[src/rtl/uart_tx_pkg.sv]
// Shared definitions for the 8N1 serial transmitter: baud divisors for a
// 12 MHz system clock, frame geometry and the transmitter state type.
package uart_tx_pkg;

    // Clock cycles per bit at 12 MHz
    localparam int B115200 = 104;
    localparam int B57600  = 208;
    localparam int B38400  = 312;
    localparam int B19200  = 625;
    localparam int B9600   = 1250;
    localparam int B4800   = 2500;
    localparam int B2400   = 5000;
    localparam int B1200   = 10000;
    localparam int B600    = 20000;
    localparam int B300    = 40000;

    localparam int FRAME_BITS = 10;
    localparam logic [3:0] LAST_BIT = 4'd9;

    typedef enum logic {
        ST_IDLE = 1'b0,
        ST_BUSY = 1'b1
    } tx_state_t;

    // Start bit in the LSB so it leaves the shift register first.
    function automatic logic [FRAME_BITS-1:0] frame_word(input logic [7:0] d);
        return {1'b1, d, 1'b0};
    endfunction

endpackage

[src/rtl/uart_tx_baudgen.sv]
// Bit-period timer: counts 0..BAUD-1 while enabled and pulses tick on the
// last cycle of each period; held at zero while disabled.
module baudgen_tx #(
    parameter int BAUD = 104
) (
    input  logic clk,
    input  logic rstn,
    input  logic clk_ena,
    output logic tick
);

    localparam int W = $clog2(BAUD);
    localparam logic [W-1:0] CNT_LAST = W'(BAUD - 1);

    logic [W-1:0] cnt;

    always_ff @(posedge clk or negedge rstn) begin
        if (!rstn) begin
            cnt <= '0;
        end else if (!clk_ena) begin
            cnt <= '0;
        end else if (cnt == CNT_LAST) begin
            cnt <= '0;
        end else begin
            cnt <= cnt + W'(1);
        end
    end

    assign tick = clk_ena && (cnt == CNT_LAST);

endmodule

[src/rtl/uart_tx.sv]
// 8N1 serial transmitter: accepts a byte on a start strobe while idle and
// shifts start bit, eight data bits LSB-first and a stop bit onto tx.
module uart_tx
    import uart_tx_pkg::*;
#(
    parameter int BAUD = B115200
) (
    input  logic       clk,
    input  logic       rstn,
    input  logic [7:0] data,
    input  logic       start,
    output logic       ready,
    output logic       tx,
    output logic       state_dbg
);

    tx_state_t             state;
    tx_state_t             state_nxt;
    logic [FRAME_BITS-1:0] shreg;
    logic [3:0]            bit_cnt;
    logic                  tick;
    logic                  load;
    logic                  clk_ena;
    logic                  last_bit;

    // Timer runs only while busy, so it restarts from zero with every frame.
    baudgen_tx #(
        .BAUD(BAUD)
    ) u_baudgen (
        .clk     (clk),
        .rstn    (rstn),
        .clk_ena (clk_ena),
        .tick    (tick)
    );

    assign last_bit = (bit_cnt == LAST_BIT);

    always_ff @(posedge clk or negedge rstn) begin
        if (!rstn) begin
            state <= ST_IDLE;
        end else begin
            state <= state_nxt;
        end
    end

    always_comb begin
        state_nxt = state;
        case (state)
            ST_IDLE: if (start)             state_nxt = ST_BUSY;
            ST_BUSY: if (tick && last_bit)  state_nxt = ST_IDLE;
            default:                        state_nxt = ST_IDLE;
        endcase
    end

    always_comb begin
        ready     = (state == ST_IDLE);
        clk_ena   = (state == ST_BUSY);
        state_dbg = (state == ST_BUSY);
        load      = (state == ST_IDLE) && start;
    end

    // Ones shifted in behind the frame leave the line high once the stop bit is done.
    always_ff @(posedge clk or negedge rstn) begin
        if (!rstn) begin
            shreg   <= '1;
            bit_cnt <= '0;
        end else if (load) begin
            shreg   <= frame_word(data);
            bit_cnt <= '0;
        end else if (tick) begin
            shreg   <= {1'b1, shreg[FRAME_BITS-1:1]};
            bit_cnt <= last_bit ? 4'd0 : bit_cnt + 4'd1;
        end
    end

    assign tx = shreg[0];

endmodule

[config.mk]
export PLATFORM = sky130hd
export DESIGN_NAME = uart_tx
export DESIGN_NICKNAME = d
export VERILOG_FILES = /design/src/rtl/uart_tx_pkg.sv /design/src/rtl/uart_tx_baudgen.sv /design/src/rtl/uart_tx.sv
export SDC_FILE = /design/constraint.sdc
export NUM_CORES = 1
export LEC_CHECK = 0
export BUFFER_PORTS_ARGS = -buffer_cell sky130_fd_sc_hd__buf_2
export CAP_MARGIN = 20
export CORE_ASPECT_RATIO = 0.8
export CORE_MARGIN = 1
export CORE_UTILIZATION = 35
export CTS_CLUSTER_SIZE = 25
export DETAILED_ROUTE_END_ITERATION = 6
export GPL_ROUTABILITY_DRIVEN = 0
export GPL_TIMING_DRIVEN = 0
export HOLD_SLACK_MARGIN = 0.02
export PLACE_DENSITY = 0.5
export SYNTH_ARGS = -nofsm -noshare
export SYNTH_HDL_FRONTEND = slang
export SYNTH_SLANG_ARGS = --single-unit
[constraint.sdc]
create_clock -name clk -period 2.1 [get_ports clk]
set_input_delay 0.42 -clock clk [delete_from_list [all_inputs] [get_ports clk]]
set_output_delay 0.42 -clock clk [all_outputs]
set_load 0.01 [all_outputs]
**After elaboration in Yosys (flattened, before gate mapping)**

Cells that the tools add are included.

- Reduce and logical (&&, ||, !) cells: 4
- Equality and inequality tests: 2
- Bitwise logic cells: 1
- Add/sub/neg operators: 2
- Mux-type cells: 10

Operators by type and width:

| cell | number |
|---|---|
| $mux 10 | 2 |
| $mux 7 | 2 |
| $mux 4 | 3 |
| $add 7x1->7 const B | 1 |
| $eq 7x7->1 const B | 1 |
| $add 4x1->4 const B | 1 |
| $eq 4x4->1 const B | 1 |
| $logic_and 1x1->1 | 3 |
| $mux 1 | 2 |
| $pmux 1 s2 | 1 |
| $reduce_bool 2->1 | 1 |
| $not 1->1 | 1 |

- Input port bits: 11
- Logic and storage cells: 23
- Register bits after elaboration: 22

**Logic depth before layout (Yosys ltp)**

- Depth after elaboration: 5
- Mapped depth: 5
- Mapped depth without buffers: 5

**Modules after synthesis**

From an unflattened synthesis, not the netlist that was laid out.

- Cell total of the unflattened synthesis: 103
- Area, all modules: 1073.5 um2

By module, submodules not included:

| module | cells an instance | times used | area each (um2) |
|---|---|---|---|
| uart_tx | 69 | 1 | 719.4 |
| baudgen_tx | 34 | 1 | 354.1 |

**Least setup slack after synthesis**

OpenSTA, ideal clock, no wires.

- Kind: register to register
- From: reg u_baudgen.cnt[4]
- To: reg shreg[0]
- Buffers on the path: 2
- Library setup time: 75 ps
- Period minus slack after synthesis: 1463 ps
- Stages on the path, launching flop included: 6
- Arrival time: 1388 ps
- Slack: 637 ps
- Path through: dfrtp_1 -> buf_6 -> or3b_1 -> buf_6 -> or3_1 -> o211ai_2

- Cells in the longest elaborated chain, start to end: 3

RTL lines:

| item | line | source |
|---|---|---|
| start, declared | uart_tx_baudgen.sv:15 | `logic [W-1:0] cnt;` |
| start signal, assigned | uart_tx_baudgen.sv:25 | `cnt <= cnt + W'(1);` |
| $eq 7x7->1 | uart_tx_baudgen.sv:29 | `assign tick = clk_ena && (cnt == CNT_LAST);` |
| $logic_and 1x1->1 | uart_tx_baudgen.sv:29 |  |
| $reduce_bool 2->1 (no source line) | -- |  |
| end signal, assigned | uart_tx.sv:68 | `shreg <= frame_word(data);` |
| end signal, assigned | uart_tx.sv:71 | `shreg <= {1'b1, shreg[FRAME_BITS-1:1]};` |
| end, declared | uart_tx.sv:19 | `logic [FRAME_BITS-1:0] shreg;` |

No other way between the ends.
A chain may end at the register's enable or synchronous reset.

**Worst setup path in the final report**

- From: reg u_baudgen.cnt[0]
- To: reg bit_cnt[2]

- Cells in the longest elaborated chain, start to end: 3

RTL lines:

| item | line | source |
|---|---|---|
| $eq 7x7->1 | uart_tx_baudgen.sv:29 |  |
| $logic_and 1x1->1 | uart_tx_baudgen.sv:29 |  |
| $reduce_bool 2->1 (no source line) | -- |  |
| end signal, assigned | uart_tx.sv:72 | `bit_cnt <= last_bit ? 4'd0 : bit_cnt + 4'd1;` |
| end, declared | uart_tx.sv:20 | `logic [3:0] bit_cnt;` |

No other way between the ends.

==> impl_metrics.env <==
export IMPL_crit_required_ns=2.23
export IMPL_power_density_nw_per_um2=533
export IMPL_syn_to_final_growth_pct=14.2
export IMPL_io_buffers=13
export IMPL_synthDistinctLibCells=33
export IMPL_grt_pass1_vias=868
export IMPL_drc=0
export IMPL_grt_overflow_total=0
export IMPL_ioPinCount=14
export IMPL_synth_seq_area_share_pct=47.6
export IMPL_die_w_um=65.5
export IMPL_ant_nets=0
export IMPL_fin_crit_sh_pct=82.0
export IMPL_clk_latency_ns=0.26
export IMPL_drive_gt1_share_pct=22.5
export IMPL_hpwl_um=1720
export IMPL_yosys_top_cells_count="12 x dfrtp_1, 11 x nand3_1, 9 x dfstp_2"
export IMPL_nets=144
export IMPL_critPathLaunch="u_baudgen.cnt[0]$_DFF_PN0_"
export IMPL_dieArea_um2=3450
export IMPL_cts_sinks=21
export IMPL_clock_path_buffers=2
export IMPL_cp_start_kind="flop"
export IMPL_path_class="reg2reg"
export IMPL_numCtsBuffers=3
export IMPL_fillers=309
export IMPL_holdBufCountCts=0
export IMPL_synthTopCellsByArea="dfrtp_1 27%, dfstp_2 21%, nand3_1 4.9%"
export IMPL_synthesis_area_um2=1130
export IMPL_routed_via_count=932
export IMPL_min_path_type="in2async"
export IMPL_fin_hold_ws_ns=0.106
export IMPL_rows=18
export IMPL_synth_edf_count=0
export IMPL_cellLeakagePower_uw=0.000487
export IMPL_cp_top_family="buffers and inverters"
export IMPL_async_flop_share_pct=100
export IMPL_clock_skew_ns=0.00365
export IMPL_hold_viol_final=0
export IMPL_ys_seq_elements=21
export IMPL_critPathSlowestCell="clkbuf_1"
export IMPL_status="finished, final reports clean"
export IMPL_wl_um=2410
export IMPL_grt_max_degree=22
export IMPL_cts_root_buf="clkbuf_8"
export IMPL_dr_pass1_iters=4
export IMPL_tns_ns=0
export IMPL_cts_setup_buffers=0
export IMPL_final_setup_viol_count=0
export IMPL_syn_nets=126
export IMPL_vias_per_cell=5.51
export IMPL_cp_end_kind="flop"
export IMPL_max_slew_worst_pin_slew_ns=0.540
export IMPL_max_freq_mhz=581
export IMPL_synth_top_area_share_pct=26.6
export IMPL_synth_top_area_cell="dfrtp_1"
export IMPL_netlist_instances=112
export IMPL_die_height_um=52.8
export IMPL_crit_chain="ha_1, and3_1, clkbuf_1, a21oi_1, o2bb2ai_1"
export IMPL_path_max_fanout=10
export IMPL_fin_crit_ns=1.72
export IMPL_maxCapViolations=0
export IMPL_cts_clk_slew_worst_paths_ns=0.07
export IMPL_synth_most_common_cell="dfrtp_1"
export IMPL_cp_num_buf_inv=1
export IMPL_core_area_um2=3090
export IMPL_antenna_cells=0
export IMPL_drv_slew=0
export IMPL_grt_pass1_wl_um=4080
export IMPL_drt_iter0_drc=21
export IMPL_critPathMaxStageDelay_ns=0.41
export IMPL_ys_warn_count=0
export IMPL_initial_core_util_pct=36.5
export IMPL_peakVddDrop_mv=0.275
export IMPL_rsz0062_at_grt="no"
export IMPL_wl_per_cell_um=14.3
export IMPL_cts_tree="built"
export IMPL_ys_flop_type="dfrtp_1"
export IMPL_relSlewSlack_pct=63.9
export IMPL_cp_arrival_ns=1.85
export IMPL_post_synth_cell_area_avg_um2=10.1
export IMPL_ctsHtreeMaxLevel=1
export IMPL_gr_usage_all_layers_pct=16.0
export IMPL_grt_antenna_before_repair=0
export IMPL_r2r_start="u_baudgen.cnt[0]$_DFF_PN0_"
export IMPL_ctsResizeCount=0
## final timing paths
path,end,slack [ns],cells past startpoint
worst max-delay path,bit_cnt[2]$_DFFE_PN0P_,0.38,5
worst min-delay path,u_baudgen.cnt[3]$_DFF_PN0_,0.11,1
worst max register to register,bit_cnt[2]$_DFFE_PN0P_,0.38,5
worst min register to register,u_baudgen.cnt[0]$_DFF_PN0_,0.46,1
max in group asynchronous,shreg[4]$_DFFE_PN1P_,1.64,1
min in group clk,shreg[3]$_DFFE_PN1P_,0.40,3
## registers in the layout, summed over array words and instances (netlist names)
signal,cells
state_dbg,1
bit_cnt,4
shreg,9
u_baudgen.cnt,7
## layout by cell type, fill, tap and decap left out, types with 4 or more instances in the layout
cell,count
nand3_1,11
nand2_1,7
a21oi_1,4
buf_2,13
nor2_1,6
inv_1,5
clkbuf_1,4
dfstp_2,9
a22oi_1,7
dfrtp_1,12
o211ai_1,7
nand4_1,7
## layer usage
| layer | GRT usage, % | vias to the layer above | share of wire (%) |
|---|---|---|---|
| met3 | 5.22 | 2 | 4.8 |
| met5 | 0 | - | 0 |
| li1 | - | 453 | - |
| met4 | 2.17 | 0 | 0.42 |
| met2 | 26.1 | 19 | 45 |
| met1 | 21.1 | 458 | 49 |
## layout make-up
| type | count | area, um2 | share of cell area [%] |
|---|---|---|---|
| Tap cell | 40 | 50.0 | 3.89 |
| Inverter | 5 | 18.8 | 1.46 |
| Multi-Input combinational cell | 80 | 534 | 41.5 |
| Timing Repair Buffer | 13 | 65.1 | 5.05 |
| Buffer | 6 | 37.5 | 2.92 |
| Clock buffer | 4 | 45.0 | 3.50 |
| Sequential cell | 21 | 537 | 41.7 |
## kinds of logic after synthesis
logic type	synth area share, %
DFF	47.6
buffers and inverters	4.99
xor gates and xnor gates	3.89
and+or+nand+nor	19.9
muxes	0.888
adders and majority gates	3.33
AOI/OAI and AO/OA	19.4
## through the flow
stage	util (%)	setup WS, ns	cells	power [uW]	instance area (um2)
floorplan	-	0.637	112	414	1130
global placement	40.3	0.434	165	431	1240
detailed placement	40.3	0.431	165	431	1240
CTS	41.7	0.400	169	696	1290
global route	41.7	0.278	169	715	1290
finish	41.7	0.378	169	686	1290
## power breakdown
| group | leakage, uW | internal (uW) | switching (uW) | total [uW] |
|---|---|---|---|---|
| Clock | 0.0000228 | 135 | 127 | 262 |
| Sequential | 0.000222 | 405 | 0 | 405 |
| Combinational | 0.000242 | 7.42 | 10.8 | 18.2 |
| Total | 0.000487 | 548 | 138 | 686 |
Note: power is estimated with default switching activity, not from simulation.
